[config.mk]
export PLATFORM = sky130hd
export DESIGN_NAME = player_ctrl
export DESIGN_NICKNAME = d
export VERILOG_FILES = /design/src/rtl/invaders_pkg.sv /design/src/rtl/missile_seq.sv /design/src/rtl/player_ctrl.sv
export SDC_FILE = /design/constraint.sdc
export NUM_CORES = 1
export LEC_CHECK = 0
export CORE_UTILIZATION = 45
export CTS_BUF_LIST = sky130_fd_sc_hd__clkbuf_16
export DETAILED_ROUTE_END_ITERATION = 8
export PLACE_DENSITY = 0.72
export SYNTH_ARGS = -nofsm -noshare
export SYNTH_HDL_FRONTEND = slang
export SYNTH_SLANG_ARGS = --single-unit
[constraint.sdc]
create_clock -name clk -period 2 [get_ports clk]
set_input_delay 0.4 -clock clk [delete_from_list [all_inputs] [get_ports clk]]
set_output_delay 0.4 -clock clk [all_outputs]
set_load 0.02 [all_outputs]
[src/rtl/invaders_pkg.sv]
// rtl/invaders_pkg.sv - shared types and screen/sprite constants for the game peripheral
package invaders_pkg;

  typedef enum logic [1:0] {
    IDLE     = 2'd0,
    FLY      = 2'd1,
    COOLDOWN = 2'd2
  } msl_state_t;

  localparam int H_ACTIVE = 640;
  localparam int V_ACTIVE = 480;
  localparam int PLAYER_W = 30;
  localparam int PLAYER_H = 20;

endpackage

[src/rtl/missile_seq.sv]
// rtl/missile_seq.sv - single-missile launch/flight/cooldown sequencer, frame-paced
module missile_seq
  import invaders_pkg::*;
#(
  parameter int PLAYER_ROW  = 430,
  parameter int MSL_STEP    = 8,
  parameter int COOL_FRAMES = 15
) (
  input  logic        clk,
  input  logic        rst,
  input  logic        i_frame_tick,
  input  logic        i_fire,
  input  logic        i_hit,
  input  logic [11:0] i_col,
  output logic        o_active,
  output logic [11:0] o_row,
  output logic [11:0] o_col
);

  localparam logic [11:0] L_ROW0      = 12'(PLAYER_ROW);
  localparam logic [11:0] L_MSL_STEP  = 12'(MSL_STEP);
  localparam logic [11:0] L_COL_OFF   = 12'(PLAYER_W / 2);
  localparam logic [7:0]  L_COOL_LAST = 8'(COOL_FRAMES - 1);

  msl_state_t  r_state, w_state_next;
  logic        r_fire_q, r_fire_pend, r_hit_pend;
  logic [7:0]  r_cool_cnt, w_cool_next;
  logic [11:0] r_row, w_row_next, r_col, w_col_next;
  logic        r_active, w_active_next;
  logic        w_fire_edge, w_fire_now, w_hit_now;

  // An edge or hit arriving on the tick cycle itself still counts for that tick.
  assign w_fire_edge = i_fire & ~r_fire_q;
  assign w_fire_now  = r_fire_pend | w_fire_edge;
  assign w_hit_now   = r_hit_pend | i_hit;

  always_ff @(posedge clk or negedge rst) begin
    if (!rst) begin
      r_fire_q    <= 1'b0;
      r_fire_pend <= 1'b0;
      r_hit_pend  <= 1'b0;
    end else begin
      r_fire_q <= i_fire;
      if (i_frame_tick) begin
        r_fire_pend <= 1'b0;
        r_hit_pend  <= 1'b0;
      end else begin
        if (w_fire_edge) r_fire_pend <= 1'b1;
        if (i_hit)       r_hit_pend  <= 1'b1;
      end
    end
  end

  always_ff @(posedge clk or negedge rst) begin
    if (!rst) begin
      r_state    <= IDLE;
      r_cool_cnt <= 8'd0;
      r_row      <= L_ROW0;
      r_col      <= 12'd0;
      r_active   <= 1'b0;
    end else begin
      r_state    <= w_state_next;
      r_cool_cnt <= w_cool_next;
      r_row      <= w_row_next;
      r_col      <= w_col_next;
      r_active   <= w_active_next;
    end
  end

  always_comb begin
    w_state_next  = r_state;
    w_cool_next   = r_cool_cnt;
    w_row_next    = r_row;
    w_col_next    = r_col;
    w_active_next = r_active;
    if (i_frame_tick) begin
      case (r_state)
        IDLE: begin
          if (w_fire_now) begin
            w_state_next  = FLY;
            w_row_next    = L_ROW0;
            w_col_next    = i_col + L_COL_OFF;
            w_active_next = 1'b1;
          end
        end
        FLY: begin
          // Compare before subtracting so the row can never wrap past the top.
          if (w_hit_now || (r_row <= L_MSL_STEP)) begin
            w_state_next  = COOLDOWN;
            w_active_next = 1'b0;
            w_cool_next   = L_COOL_LAST;
          end else begin
            w_row_next = r_row - L_MSL_STEP;
          end
        end
        COOLDOWN: begin
          if (r_cool_cnt == 8'd0) w_state_next = IDLE;
          else                    w_cool_next  = r_cool_cnt - 8'd1;
        end
        default: w_state_next = IDLE;
      endcase
    end
  end

  assign o_active = r_active;
  assign o_row    = r_row;
  assign o_col    = r_col;

endmodule

[src/rtl/player_ctrl.sv]
// rtl/player_ctrl.sv - frame-paced player column with edge clamps, plus missile sequencer
module player_ctrl
  import invaders_pkg::*;
#(
  parameter int COL_INIT    = 305,
  parameter int COL_MIN     = 0,
  parameter int COL_MAX     = H_ACTIVE - PLAYER_W - 1,
  parameter int STEP        = 4,
  parameter int PLAYER_ROW  = 430,
  parameter int MSL_STEP    = 8,
  parameter int COOL_FRAMES = 15
) (
  input  logic        clk,
  input  logic        rst,
  input  logic        frame_tick,
  input  logic        btn_left,
  input  logic        btn_right,
  input  logic        btn_fire,
  input  logic        hit,
  output logic [11:0] btn_col,
  output logic        msl_active,
  output logic [11:0] msl_row,
  output logic [11:0] msl_col
);

  localparam logic [11:0] L_INIT = 12'(COL_INIT);
  localparam logic [11:0] L_MIN  = 12'(COL_MIN);
  localparam logic [11:0] L_MAX  = 12'(COL_MAX);
  localparam logic [11:0] L_STEP = 12'(STEP);

  logic [11:0] r_col, w_col_next;

  always_comb begin
    w_col_next = r_col;
    if (btn_left && !btn_right)
      w_col_next = (r_col < L_MIN + L_STEP) ? L_MIN : r_col - L_STEP;
    else if (btn_right && !btn_left)
      w_col_next = (r_col > L_MAX - L_STEP) ? L_MAX : r_col + L_STEP;
  end

  always_ff @(posedge clk or negedge rst) begin
    if (!rst)            r_col <= L_INIT;
    else if (frame_tick) r_col <= w_col_next;
  end

  assign btn_col = r_col;

  // Launch column uses the pre-move column, since r_col updates on the same edge.
  missile_seq #(
    .PLAYER_ROW  (PLAYER_ROW),
    .MSL_STEP    (MSL_STEP),
    .COOL_FRAMES (COOL_FRAMES)
  ) u_missile_seq (
    .clk          (clk),
    .rst          (rst),
    .i_frame_tick (frame_tick),
    .i_fire       (btn_fire),
    .i_hit        (hit),
    .i_col        (r_col),
    .o_active     (msl_active),
    .o_row        (msl_row),
    .o_col        (msl_col)
  );

endmodule

Yosys cells after proc, flatten, opt, wreduce, memory -nomap -nowiden
Cells that the tools add are included.
{ "totals": {"register_bits": 50, "in_bits": 7, "output_inout_bits": 37, "word_cells": 67} }
{ "op_classes": {"n_addsub": 5, "magnitude_cmp": 3, "eq_ne": 7, "mux": 21, "n_bitwise": 4, "reduce_logical": 18} }
{ "ops": {"columns": ["op", "count"], "rows": [
  ["two-way mux 12 bit", 6],
  ["case mux 12 bit (2 select lines)", 1],
  ["two-way mux 8 bit", 2],
  ["case mux 8 bit (2 select lines)", 1],
  ["AND reduction 4 bit", 4],
  ["adder 12 x 3 -> 12 bit (second input constant)", 1],
  ["adder 12 x 4 -> 12 bit (second input constant)", 1],
  ["> comparator 12 x 10 -> 1 bit (second input constant)", 1],
  ["<= comparator 12 x 4 -> 1 bit (second input constant)", 1],
  ["< comparator 12 x 3 -> 1 bit (second input constant)", 1],
  ["subtractor 12 x 3 -> 12 bit (second input constant)", 1],
  ["subtractor 12 x 4 -> 12 bit (second input constant)", 1],
  ["nonzero test 2 bit", 5],
  ["zero test 8 bit", 1],
  ["subtractor 8 x 1 -> 8 bit (second input constant)", 1],
  ["two-way mux 1 bit", 6],
  ["two-way mux 2 bit", 3],
  ["inequality test 2 x 1 -> 1 bit (second input constant)", 3],
  ["case mux 2 bit (3 select lines)", 1],
  ["inequality test 2 bit (second input constant)", 2],
  ["AND reduction 3 bit", 1],
  ["equality test 2 x 1 -> 1 bit (second input constant)", 1],
  ["equality test 2 bit (second input constant)", 1],
  ["logical AND 1 bit", 2],
  ["other kinds (8)", 10]
]} }

Depth between registers and ports, before layout
Gate-level depths: netlist (run 1).
{ "logic_depth": {"word_depth": 5, "depth_mapped": 7, "depth_no_buf": 7} }

Modules after synthesis
Synthesis (run 1) repeated with hierarchy kept, for this count alone.
{ "hier_totals": {"hier_cells": 318, "hier_area_um2": 2857.7} }
{ "by_module_without_submodules": {"columns": ["module", "instances", "cells_each", "area_per_inst_um2", "seq_area_each_um2"], "rows": [
  ["missile_seq", 1, 209, 1924.3, 907.1],
  ["player_ctrl", 1, 109, 933.4, 280.3]
]} }

Worst setup path after synthesis (run 1)
OpenSTA, ideal clock, no wires.
{ "synth_timing": {"path_type": "reg-to-reg", "startpoint": "reg r_col[2], in the netlist btn_col[2]", "endpoint": "reg r_col[11], in the netlist btn_col[11]", "setup_time_ns": 0.135, "t_arrival_ns": 2.029, "required_ns": 1.865, "path_slack_ns": -0.164, "path_stages_with_launch": 8, "path_buffers": 0, "period_less_slack_ns": 2.164, "path_cell_list": "dfrtp_1 -> inv_1 -> ha_1 -> or4b_4 -> o41a_1 -> o21a_1 -> o21ai_1 -> o41ai_1"} }
{ "synth_between": {"elab_chain_cells": 4, "elab_cells_between_ends": 8, "classes_between": "add/sub (2); order compare (2); mux (4)"} }
{ "synth_rtl": {"columns": ["item", "line_no", "text"], "rows": [
  ["start: declaration", "player_ctrl.sv:31", "logic [11:0] r_col, w_col_next;"],
  ["start signal: assignment", "player_ctrl.sv:43", "else if (frame_tick) r_col <= w_col_next;"],
  ["adder 12 x 3 -> 12 bit or > comparator 12 x 10 -> 1 bit (tied branches)", "player_ctrl.sv:38", "w_col_next = (r_col > L_MAX - L_STEP) ? L_MAX : r_col + L_STEP;"],
  ["two-way mux 12 bit", "player_ctrl.sv:38", null],
  ["two-way mux 12 bit", "player_ctrl.sv:37", "else if (btn_right && !btn_left)"],
  ["two-way mux 12 bit *", "player_ctrl.sv:35", "if (btn_left && !btn_right)"]
]} }
Mark *: on every way between the ends. The rest lies on a longest branch, timed or not. The select of a mux whose other input is x is not followed.
A chain may end at the register's enable or synchronous reset.

Final worst setup path (run 1)
{ "layout_timing": {"startpoint": "reg r_col[2], in the netlist btn_col[2]", "endpoint": "reg r_col[7], in the netlist btn_col[7]"} }
The elaborated chain is that of the path after synthesis.

==> impl_metrics.py, run 1 <==
metrics = {
    "outcome": {
        "outcome": "finished with violations",
        "violations": "setup timing",
    },
    "global_routing": {
        "track_usage_pct": 23.2,
        "grt_first_pass_wirelength_microns": 11600,
        "grt_pass1_vias": 2553,
        "gr-total-overflow": 0,
        "antenna_found_initial": 0,
        "grt_max_degree": 28,
    },
    "timing": {
        "slew_violations": 0,
        "worst-slew-pin-transition_ps": 532,
        "rsz0062_at_grt": "yes",
        "clock_skew_ps": 7.01,
        "fin_tns_setup_ps": -29.0,
        "setup-violations-final": 1,
        "fin_crit_sh_pct": 101,
        "fmax_ghz": 0.493,
        "timing.final.ws_setup_ps": -29.0,
        "layout_min_cycle_time_ps": 2030,
        "finalHoldViolations": 0,
        "slew_headroom_pct": 64.5,
    },
    "layout": {
        "drive_gt1_share_pct": 24.7,
        "multi_input_area_sq_mm": 0.00146,
        "finalCoreUtilization_pct": 65.5,
        "final_common_cell": "buf_4",
        "diodes": 0,
        "fillCellCount": 471,
        "syn2layout_area_growth_pct": 36.9,
        "finalNetCount": 398,
        "fin_area_sq_mm": 0.00372,
        "regArea_sq_mm": 0.00116,
        "layout_common_cells": "buf_4 (50), clkdlybuf4s50_1 (39), nand2_1 (36), dfrtp_1 (35), o21ai_1 (22)",
    },
    "place": {
        "place_hpwl_microns": 5070,
        "placed_area_sq_mm": 0.00345,
        "dp_slack_ps": -218,
        "portBuffers": 41,
        "gp_routability_congestion": 0.894,
    },
    "critical_path": {
        "arrival_ps": 2190,
        "end_kind": "register",
        "cp-start-kind": "register",
        "crit_fanout": 6,
        "required_ps": 2160,
        "slowest_stage": "or4b_4",
        "crit_family": "compound AO/OA/AOI/OAI gates",
        "path_buf_inv": 2,
        "path_class": "register to register",
        "path_cells": "inv_2 > ha_4 > or4b_4 > o41a_1 > buf_4 > a21oi_2 > a31oi_1",
        "max_stage_delay_ps": 510,
    },
    "detailed_routing": {
        "drtIter0Drc": 130,
        "vias_per_cell": 5.58,
        "wl_per_cell_microns": 15.3,
        "ant_nets": 0,
        "drc": 0,
        "first_pass_iters": 4,
        "route.vias.total": 2552,
        "wirelength_microns": 7010,
    },
    "min_path": {
        "hold_class": "input pin to asynchronous set/reset pin",
    },
    "logic_synthesis": {
        "synth_cells": 303,
        "synth_area_sq_mm": 0.00272,
        "yosysUniqueCellTypes": 55,
        "ys_seq_area_share_pct": 42.8,
        "ys_ff_latch": 46,
        "syn_avg_cell_area_sq_um": 8.97,
        "async_reset_ff_share_pct": 100,
        "yosys_most_used_dff": "dfrtp_1",
        "ys_warn_count": 0,
        "synth-edff-count": 0,
    },
    "clocking": {
        "clkLatencyLatePin_ps": 280,
        "ctsHoldBuffers": 0,
        "cts_tree": "done",
        "cts_sinks": 46,
        "clk_pin_slew_ps": 70,
        "root_buffer": "clkbuf_16",
        "cts_made_buffers": 5,
        "htreeDepth": 2,
        "cts_buffer_depth": 2,
    },
    "pwr": {
        "power.leakage_nw": 1.56,
        "vdd_ir_drop_max_v": 0.000836,
        "pwr_density_cell_mw_per_mm2": 1340,
        "power_w": 0.00497,
    },
    "run": {
        "maxCapViolCount": 0,
    },
    "floorplanning": {
        "core_sq_mm": 0.00568,
        "die_area_sq_mm": 0.00635,
        "start_util_pct": 47.9,
        "std_cell_rows": 27,
        "die_w_microns": 79.7,
        "io_pins": 44,
        "die_y_microns": 79.7,
    },
}
==> cells in the mapped netlist (6+ instances only) <==
library cell | count | area [sq um]
dfrtp_1 | 37 | 926
nand2_1 | 36 | 135
o21ai_1 | 23 | 115
nor2_1 | 18 | 67.6
a21oi_1 | 16 | 80.1
nand3_1 | 14 | 70.1
inv_1 | 13 | 48.8
xnor2_1 | 12 | 105
clkbuf_1 | 11 | 41.3
o21ai_0 | 10 | 50.1
dfstp_2 | 9 | 236
nor3_1 | 9 | 45.0
ha_1 | 7 | 87.6
nand2b_1 | 7 | 43.8
xor2_1 | 7 | 61.3
a211oi_1 | 6 | 45.0
or3_1 | 6 | 37.5
==> final cells by class <==
type | count | area share [%]
clock buffers | 5 | 3.36
flip-flops and latches | 46 | 31.3
repair buffers | 93 | 21.8
multi-input cells | 225 | 39.3
well taps | 72 | 2.42
clock inverters | 3 | 0.471
inverters | 13 | 1.31
==> metrics by stage <==
| stage | hold slack (ps) | cells |
|---|---|---|
| after floorplan | 104 | 304 |
| after global placement | 378 | 439 |
| after detailed placement | 387 | 439 |
| after CTS | 81.8 | 447 |
| after global routing | 106 | 457 |
| final | 70.0 | 457 |
==> path summary, 6_finish.rpt <==
kind                                        startpoint  slack, ps  depth (start not counted)                       end
worst max-delay path                        btn_col[2]        -30                          7                btn_col[7]
worst min-delay path                               rst         70                          1  u_missile_seq.r_hit_pend
worst max register to register              btn_col[2]        -30                          7                btn_col[7]
worst min register to register  u_missile_seq.o_active        480                          1    u_missile_seq.o_active
max in group asynchronous                          rst       1340                          2                btn_col[0]
min in group clk                u_missile_seq.o_active        480                          1    u_missile_seq.o_active
==> power by group <==
group          switching, W  internal, W
sequential         0.000315      0.00129
clock              0.000356     0.000459
combinational       0.00134      0.00121
==> repair_timing <==
item | CTS | global route
cloned | 0 | 0
pin swaps | 1 | 8
endpoints found under the setup margin | 4 | 11
resized for setup | 4 | 8
setup buffers | 0 | 10
==> registers in the layout (all words and copies together) (netlist names) <==
signal                     count
btn_col                       11
u_missile_seq.o_active         1
u_missile_seq.o_col           11
u_missile_seq.o_row           10
u_missile_seq.r_cool_cnt       8
u_missile_seq.r_fire_pend      1
u_missile_seq.r_fire_q         1
u_missile_seq.r_hit_pend       1
u_missile_seq.r_state          2
==> kinds of logic (layout without fill, tap and decap cells) <==
logic type,count (synthesis),after routing,share of synthesized area [%]
fa+ha+maj,7,7,3.22
xor+xnor,19,19,6.12
compound gates,79,79,19.4
other cells,1,2,0.138
buf+inv,33,114,5.39
flops,46,46,42.8
simple gates,118,118,23.0
==> worst register-to-register path: stages (launching register included) <==
cell and delay (ps):
dfrtp_2 410, inv_2 80, ha_4 130, or4b_4 510
o41a_1 370, buf_4 160, a21oi_2 140, a31oi_1 110
==> layer usage <==
layer	GRT usage [%]	part of all wire, %	up-vias
li1	-	-	1230
met2	42.3	52	78
met4	7.45	1.5	0
met1	27.7	42	1229
met5	0	0	-
met3	3.54	4.5	15
No activity file was read; power rests on OpenSTA's default activity.
==> run 2, diff against run 1 <==
- PLACE_DENSITY: 0.72 -> 0.69
- clock period: 2 -> 2.5 ns (I/O delays scaled with it)
==> impl_metrics.py, run 2 (synthesis gave the netlist of run 1 again) <==
metrics = {
    "layout": {
        "final_common_cell": "clkdlybuf4s50_1",
        "syn2layout_area_growth_pct": 23.8,
        "drive_gt1_share_pct": 11.9,
        "stdcell_count": 416,
        "diodes": 0,
        "finalNetCount": 357,
        "layout_common_cells": "clkdlybuf4s50_1 (40), dfrtp_1 (37), nand2_1 (36), o21ai_1 (23), nor2_1 (18)",
    },
    "place": {
        "portBuffers": 41,
        "gp_routability_congestion": 0.947,
        "place_hpwl_microns": 4390,
        "post-place-cells": 408,
    },
    "timing": {
        "slew_violations": 0,
        "clock_skew_ps": 5.88,
        "rsz0062_at_grt": "no",
        "setup-violations-final": 0,
        "fmax_ghz": 0.449,
        "finalHoldViolations": 0,
        "worst-slew-pin-transition_ps": 588,
        "fin_crit_sh_pct": 89.0,
        "fin_tns_setup_ps": 0,
        "slew_headroom_pct": 60.8,
        "layout_min_cycle_time_ps": 2230,
    },
    "clocking": {
        "clk_pin_slew_ps": 60,
        "clkLatencyLatePin_ps": 280,
        "cts_tree": "done",
        "cts_buffer_depth": 2,
        "cts_made_buffers": 5,
        "htreeDepth": 2,
        "cts-resized-gates": 0,
        "ctsHoldBuffers": 0,
        "cts_sinks": 46,
        "post_cts_buffers": 0,
        "root_buffer": "clkbuf_16",
    },
    "outcome": {
        "outcome": "completed",
    },
    "detailed_routing": {
        "drc": 0,
        "first_pass_iters": 4,
        "route.vias.total": 2325,
        "wl_per_cell_microns": 14.8,
        "vias_per_cell": 5.59,
        "drtIter0Drc": 119,
        "ant_nets": 0,
        "wirelength_microns": 6150,
    },
    "pwr": {
        "power.leakage_nw": 1.36,
        "p_clk_share_pct": 19.7,
        "seq_power_share_pct": 36.0,
        "switchingPower_w": 0.00149,
        "switching_share_pct": 39.9,
        "pwr_density_cell_mw_per_mm2": 1110,
        "internal-power_w": 0.00225,
        "vdd_ir_drop_max_v": 0.000670,
        "power_w": 0.00374,
        "combPwrFrac_pct": 44.3,
    },
    "critical_path": {
        "crit_fanout": 6,
        "r2r_setup_slack_ps": 270,
        "cp-start-kind": "register",
        "setup.worst_path.start": "btn_col[2]",
        "end_kind": "register",
        "arrival_ps": 2380,
        "r2r_cells": 7,
        "rr_startpoint": "btn_col[2]",
        "path_class": "register to register",
        "required_ps": 2650,
        "timing.rr.end": "btn_col[7]",
    },
    "floorplanning": {
        "die_w_microns": 79.7,
        "die_y_microns": 79.7,
        "io_pins": 44,
        "core_sq_mm": 0.00568,
        "start_util_pct": 47.9,
        "std_cell_rows": 27,
        "die_area_sq_mm": 0.00635,
    },
    "global_routing": {
        "grt_max_degree": 47,
        "grt_pass1_vias": 2255,
        "antenna_found_initial": 0,
        "gr-total-overflow": 0,
        "grt_first_pass_wirelength_microns": 10700,
        "track_usage_pct": 21.6,
    },
    "run": {
        "maxCapViolCount": 0,
    },
    "min_path": {
        "hold_class": "input pin to asynchronous set/reset pin",
    },
}
-- run 2: worst max-delay path by stage --
| stage | depth (start not counted) | slack (ps) | to |
|---|---|---|---|
| after floorplan | 7 | 340 | btn_col[11] |
| after global placement | 8 | 250 | btn_col[8] |
| after detailed placement | 8 | 210 | btn_col[8] |
| after CTS | 7 | 310 | btn_col[4] |
| after global routing | 7 | 110 | btn_col[3] |
| final | 7 | 270 | btn_col[7] |
-- run 2: layout make-up --
cell class	count	area, sq um
tap	72	90.1
timing repair buffer	52	488
inverter	13	48.8
clock buffer	5	125
clock inverter	3	37.5
fill	512	2310
multi-input combinational	225	1410
sequential	46	1160
-- run 2: worst max-delay path, stage by stage (launching register included) --
cell and delay [ps]:
dfrtp_1 430, inv_1 110, ha_1 210, or4b_4 530
o41ai_4 460, o22ai_1 130, a21oi_1 160, a31oi_1 60
-- run 2: power by group through the flow --
stage	Sequential (W)	Combinational [W]	Clock [W]
final	0.00135	0.00166	0.000737
after global routing	0.00140	0.00183	0.000789
after CTS	0.00135	0.00167	0.000749
after detailed placement	0.00135	0.00166	0
after global placement	0.00134	0.00163	0
after floorplan	0.00147	0.000890	0
-- run 2: layer usage --
| metal | global-route usage [%] | part of all wire [%] |
|---|---|---|
| met4 | 7.27 | 1.2 |
| met5 | 0 | 0 |
| met2 | 36.2 | 49 |
| met1 | 27.9 | 46 |
| met3 | 4.11 | 4.1 |
-- run 2: per-stage QoR --
stage / utilization, % / instance area, sq um / setup WS, ps / hold WS [ps]
2_1_floorplan: - / 2720 / 336 / 204
3_3_place_gp: 56.4 / 3200 / 250 / 466
3_5_place_dp: 56.4 / 3200 / 213 / 467
4_1_cts: 59.3 / 3360 / 313 / 324
5_1_grt: 59.3 / 3360 / 112 / 354
6_report: 59.3 / 3360 / 274 / 301
